===== src/rtl/serial_arith_pkg.sv =====
// rtl/serial_arith_pkg.sv - shared types and defaults for the bit-serial adder
package serial_arith_pkg;

    typedef enum logic [1:0] {
        IDLE,
        SHIFT,
        DONE
    } serial_state_t;

    localparam int DEFAULT_WIDTH = 8;

endpackage


===== src/rtl/full_adder_cell.sv =====
// rtl/full_adder_cell.sv - one-bit combinational full adder
module full_adder_cell (
    input  logic a,
    input  logic b,
    input  logic cin,
    output logic s,
    output logic cout
);

    assign s    = a ^ b ^ cin;
    assign cout = (a & b) | (a & cin) | (b & cin);

endmodule


===== src/rtl/serial_adder.sv =====
// rtl/serial_adder.sv - LSB-first bit-serial adder with valid/ready operand and result handshakes
module serial_adder
    import serial_arith_pkg::*;
#(
    parameter int WIDTH = DEFAULT_WIDTH
) (
    input  logic             clk,
    input  logic             rst,
    input  logic             in_valid,
    output logic             in_ready,
    input  logic [WIDTH-1:0] a,
    input  logic [WIDTH-1:0] b,
    input  logic             cin,
    output logic             out_valid,
    input  logic             out_ready,
    output logic [WIDTH-1:0] sum,
    output logic             cout,
    output logic             ovf
);

    localparam int CNT_W = $clog2(WIDTH);
    localparam logic [CNT_W-1:0] CNT_LAST   = CNT_W'(WIDTH - 1);
    localparam logic [CNT_W-1:0] CNT_PENULT = CNT_W'(WIDTH - 2);

    if (WIDTH < 2) begin : g_width_check
        $error("serial_adder: WIDTH must be at least 2");
    end

    serial_state_t    state_q, state_d;
    logic [WIDTH-1:0] a_sr_q, a_sr_d;
    logic [WIDTH-1:0] b_sr_q, b_sr_d;
    // The final bit goes straight into sum, so the partial-sum register is one bit short.
    logic [WIDTH-2:0] sum_sr_q, sum_sr_d;
    logic             carry_q, carry_d;
    logic             c_msb_q, c_msb_d;
    logic [CNT_W-1:0] cnt_q, cnt_d;
    logic [WIDTH-1:0] sum_q, sum_d;
    logic             cout_q, cout_d;
    logic             ovf_q, ovf_d;

    logic             fa_s;
    logic             fa_c;
    logic [WIDTH-1:0] sum_next;

    full_adder_cell u_fa (
        .a    (a_sr_q[0]),
        .b    (b_sr_q[0]),
        .cin  (carry_q),
        .s    (fa_s),
        .cout (fa_c)
    );

    assign sum_next = {fa_s, sum_sr_q};

    always_comb begin
        state_d  = state_q;
        a_sr_d   = a_sr_q;
        b_sr_d   = b_sr_q;
        sum_sr_d = sum_sr_q;
        carry_d  = carry_q;
        c_msb_d  = c_msb_q;
        cnt_d    = cnt_q;
        sum_d    = sum_q;
        cout_d   = cout_q;
        ovf_d    = ovf_q;

        case (state_q)
            IDLE: begin
                if (in_valid) begin
                    a_sr_d   = a;
                    b_sr_d   = b;
                    carry_d  = cin;
                    cnt_d    = '0;
                    sum_sr_d = '0;
                    state_d  = SHIFT;
                end
            end

            SHIFT: begin
                a_sr_d   = a_sr_q >> 1;
                b_sr_d   = b_sr_q >> 1;
                sum_sr_d = sum_next[WIDTH-1:1];
                carry_d  = fa_c;
                // Carry leaving bit WIDTH-2 is the carry into the sign bit.
                if (cnt_q == CNT_PENULT) begin
                    c_msb_d = fa_c;
                end
                if (cnt_q == CNT_LAST) begin
                    sum_d   = sum_next;
                    cout_d  = fa_c;
                    ovf_d   = c_msb_q ^ fa_c;
                    state_d = DONE;
                end else begin
                    cnt_d = cnt_q + CNT_W'(1);
                end
            end

            DONE: begin
                if (out_ready) begin
                    state_d = IDLE;
                end
            end

            default: begin
                state_d = IDLE;
            end
        endcase
    end

    always_ff @(posedge clk) begin
        if (rst) begin
            state_q  <= IDLE;
            a_sr_q   <= '0;
            b_sr_q   <= '0;
            sum_sr_q <= '0;
            carry_q  <= 1'b0;
            c_msb_q  <= 1'b0;
            cnt_q    <= '0;
            sum_q    <= '0;
            cout_q   <= 1'b0;
            ovf_q    <= 1'b0;
        end else begin
            state_q  <= state_d;
            a_sr_q   <= a_sr_d;
            b_sr_q   <= b_sr_d;
            sum_sr_q <= sum_sr_d;
            carry_q  <= carry_d;
            c_msb_q  <= c_msb_d;
            cnt_q    <= cnt_d;
            sum_q    <= sum_d;
            cout_q   <= cout_d;
            ovf_q    <= ovf_d;
        end
    end

    assign in_ready  = (state_q == IDLE);
    assign out_valid = (state_q == DONE);
    assign sum       = sum_q;
    assign cout      = cout_q;
    assign ovf       = ovf_q;

endmodule


===== config.mk =====
export PLATFORM = sky130hd
export DESIGN_NAME = serial_adder
export DESIGN_NICKNAME = d
export VERILOG_FILES = /design/src/rtl/serial_arith_pkg.sv /design/src/rtl/full_adder_cell.sv /design/src/rtl/serial_adder.sv
export SDC_FILE = /design/constraint.sdc
export NUM_CORES = 1
export LEC_CHECK = 0
export ABC_CLOCK_PERIOD_IN_PS = 2700
export CORE_MARGIN = 4
export CORE_UTILIZATION = 54
export CTS_CLUSTER_SIZE = 12
export DETAILED_ROUTE_END_ITERATION = 10
export HOLD_SLACK_MARGIN = 0.02
export PLACE_DENSITY = 0.87
export REMOVE_ABC_BUFFERS = 1
export SETUP_SLACK_MARGIN = 0.4
export SLEW_MARGIN = 10
export SYNTH_ARGS = -nofsm -noshare
export SYNTH_HDL_FRONTEND = slang
export SYNTH_SLANG_ARGS = --single-unit
export TNS_END_PERCENT = 100

===== constraint.sdc =====
create_clock -name clk -period 2.7 [get_ports clk]
set_clock_uncertainty 0.15 [all_clocks]
set_input_delay 0.27 -clock clk [delete_from_list [all_inputs] [get_ports clk]]
set_output_delay 0.27 -clock clk [all_outputs]
set_load 0.01 [all_outputs]

==> flow_metrics.py <==
metrics = {
    "finish": {
        "synthToLayoutAreaGrowth_pct": 22.9,
        "stdcell_area_um2": 2080,
        "nets": 235,
        "drive_gt1_frac": 0.0569,
        "multi_input_area_um2": 808,
        "final_common_cell": "dfxtp_1",
        "finalNonFillerCells": 255,
        "layout_common_cells": "40 x dfxtp_1, 32 x clkdlybuf4s50_1, 27 x nor2_1",
        "n_fill_cell": 241,
        "register_area_um2": 801,
        "n_antenna_cell": 0,
    },
    "pwr": {
        "seqPwrFrac": 0.556,
        "leakage_nw": 0.768,
        "p_int_mw": 0.878,
        "switching_share": 0.233,
        "ir_drop_uv": 502,
        "clkPwrFrac": 0.333,
        "switchingPower_mw": 0.268,
        "combPwrFrac": 0.111,
        "power_density_nw_per_um2": 550,
    },
    "place": {
        "dp_hpwl_um": 2330,
        "gp_congestion": 0.768,
        "port_buffers": 32,
        "placedCellCount": 247,
        "place_area_um2": 2010,
        "pre_cts_slack_ns": 0.740,
    },
    "die": {
        "design.die.area_um2": 4100,
        "dieHeight_um": 64.0,
        "initial_utilization": 0.560,
        "core-area_um2": 3030,
        "ioPinCount": 33,
        "fp.dieW_um": 64.0,
        "rows": 20,
    },
    "synth": {
        "yosysUniqueCellTypes": 30,
        "syn_inst": 182,
        "yosysWarnings": 0,
        "ys_ff_latch": 40,
        "ys_seq_area_frac": 0.472,
        "syn_avg_cell_area_um2": 9.32,
        "synth_area_um2": 1700,
    },
    "setup_path": {
        "crit_path_start_kind": "register",
        "worstSetupEndpointType": "output port",
        "path_class": "register to output port",
        "worst-r2r-setup-slack_ns": 0.66,
        "worstPathArrival_ns": 1.75,
        "r2r-start": "state_q[0]",
        "path_buf_inv": 1,
        "cp_max_fo": 19,
        "reg2regPathDepth": 3,
        "slowest_stage": "dfxtp_1",
        "timing.rr.end": "b_sr_q[6]",
        "cpPeakStageDelay_ns": 0.75,
        "cp.required_ns": 2.28,
        "crit_chain": "nor2b_1 -> clkdlybuf4s50_1",
        "cpLargestDelayFamily": "flip-flops",
    },
    "timing": {
        "fin_ws_ns": 0.531,
        "period_minus_slack_ns": 2.17,
        "post-route-period-util": 0.803,
        "holdWs_ns": 0.309,
        "clock.fmax_ghz": 0.461,
        "slew_violations": 0,
        "finalSetupViolCount": 0,
        "maxSlewHeadroom": 0.578,
        "worst_pin_slew_ns": 0.633,
        "final_hold_viol_count": 0,
        "final.setup.tns_ns": 0,
        "rsz0062_at_grt": "false",
    },
    "route": {
        "route.detailed.drc": 0,
        "drt-initial-drc-count": 76,
        "routed_wl_um": 3290,
        "vias_per_cell": 5.31,
        "drtAntennaViolNets": 0,
        "first_pass_iters": 4,
        "vias": 1353,
        "routedWlPerCell_um": 12.9,
    },
    "clock_network": {
        "clk_path_buf_depth": 2,
        "cts_setup_buffers": 0,
        "clock_latency_ns": 0.34,
        "cts-resized-gates": 0,
        "root_buffer": "clkbuf_4",
        "htreeDepth": 2,
        "cts_tree": "done",
        "clkTransAtPathRegs_ns": 0.12,
        "cts_made_buffers": 5,
        "hold_buffers": 0,
        "clock-sinks": 40,
    },
    "global_route": {
        "grt_first_pass_wirelength_um": 5640,
        "overflow": 0,
        "grt_pass1_vias": 1335,
        "grt_usage": 0.174,
        "antenna_found_initial": 0,
        "grt_max_degree": 41,
    },
    "min_path": {
        "worstHoldStart": "sum[5]",
        "hold-path-endpoint": "sum[5]",
        "hold_path_class": "register to register",
        "whs_path_depth": 2,
    },
    "status": {
        "outcome": "complete, no violations",
    },
    "run": {
        "maxCapViolCount": 0,
    },
}
[power by group through the flow]
stage	Combinational (mW)	Sequential (mW)	Clock, mW
2_1_floorplan	0.0670	0.650	0
3_3_place_gp	0.122	0.648	0
3_5_place_dp	0.128	0.650	0
4_1_cts	0.129	0.637	0.390
5_1_grt	0.142	0.640	0.428
6_report	0.128	0.637	0.381
[worst max-delay path by stage]
stage | endpoint | start | cells after the start
after detailed placement | a_sr_q[5] | in_valid | 4
final | out_valid | state_q[0] | 2
after floorplan | a_sr_q[0] | state_q[0] | 3
after global placement | a_sr_q[2] | in_valid | 4
after global routing | out_valid | state_q[0] | 2
after CTS | out_valid | state_q[0] | 2
[registers in the layout, indices dropped and copies added, names as in the netlist, 2 cells and up]
register	count
b_sr_q	8
cnt_q	3
a_sr_q	8
sum	8
state_q	2
sum_sr_q	7
[cell type report]
class / instances / area share
Multi-Input combinational cell: 127 / 0.388
Clock inverter: 2 / 0.0168
Timing Repair Buffer: 34 / 0.161
Sequential cell: 40 / 0.384
Inverter: 2 / 0.00360
Tap cell: 44 / 0.0264
Clock buffer: 6 / 0.0198
[logic make-up after synthesis]
| kind of cell | after synthesis | share of synthesized area |
|---|---|---|
| xor gates and xnor gates | 1 | 0.00517 |
| buffers and inverters | 15 | 0.0509 |
| and+or+nand+nor | 62 | 0.168 |
| muxes | 17 | 0.100 |
| AOI/OAI and AO/OA | 43 | 0.170 |
| adders and majority gates | 4 | 0.0340 |
| DFF | 40 | 0.472 |
[per-layer routing]
| metal | vias up | global-route usage | wire length (µm) | part of all wire |
|---|---|---|---|---|
| met5 | - | 0 | 0 | 0 |
| met4 | 0 | 0.0243 | 0 | 0 |
| met3 | 0 | 0.0721 | 163 | 0.050 |
| met2 | 34 | 0.311 | 1710 | 0.52 |
| met1 | 621 | 0.195 | 1410 | 0.43 |
| li1 | 698 | - | - | - |
[worst min-delay path: stages (launching register included)]
cell and delay (ns):
dfxtp_1 0.33, nand2_1 0.05, a21oi_1 0.05
[cells in the mapped netlist (all sizes together)]
cell	number	area, µm²
o21bai	1	11.3
inv	2	7.51
nand2b	1	6.26
buf	6	51.3
and3b	1	8.76
o21ba	1	10.0
a31oi	3	18.8
clkbuf	7	27.5
a21oi	13	65.1
mux2i	17	170
nand4bb	2	22.5
nand4b	1	8.76
and3	1	6.26
dfxtp	40	801
nand3b	2	18.8
ha	3	37.5
a211oi	16	120
fa	1	20.0
o21ai	2	10.0
nand2	21	78.8
a22oi	7	52.6
nand3	3	15.0
nor3	1	5.00
nor2	27	101
nor2b	2	12.5
xnor2	1	8.76
[through the flow]
| step | util | total power, mW |
|---|---|---|
| 2_1_floorplan | - | 0.717 |
| 3_3_place_gp | 0.663 | 0.771 |
| 3_5_place_dp | 0.663 | 0.778 |
| 4_1_cts | 0.688 | 1.16 |
| 5_1_grt | 0.688 | 1.21 |
| 6_report | 0.688 | 1.15 |
No activity file was read; power rests on OpenSTA's default activity.
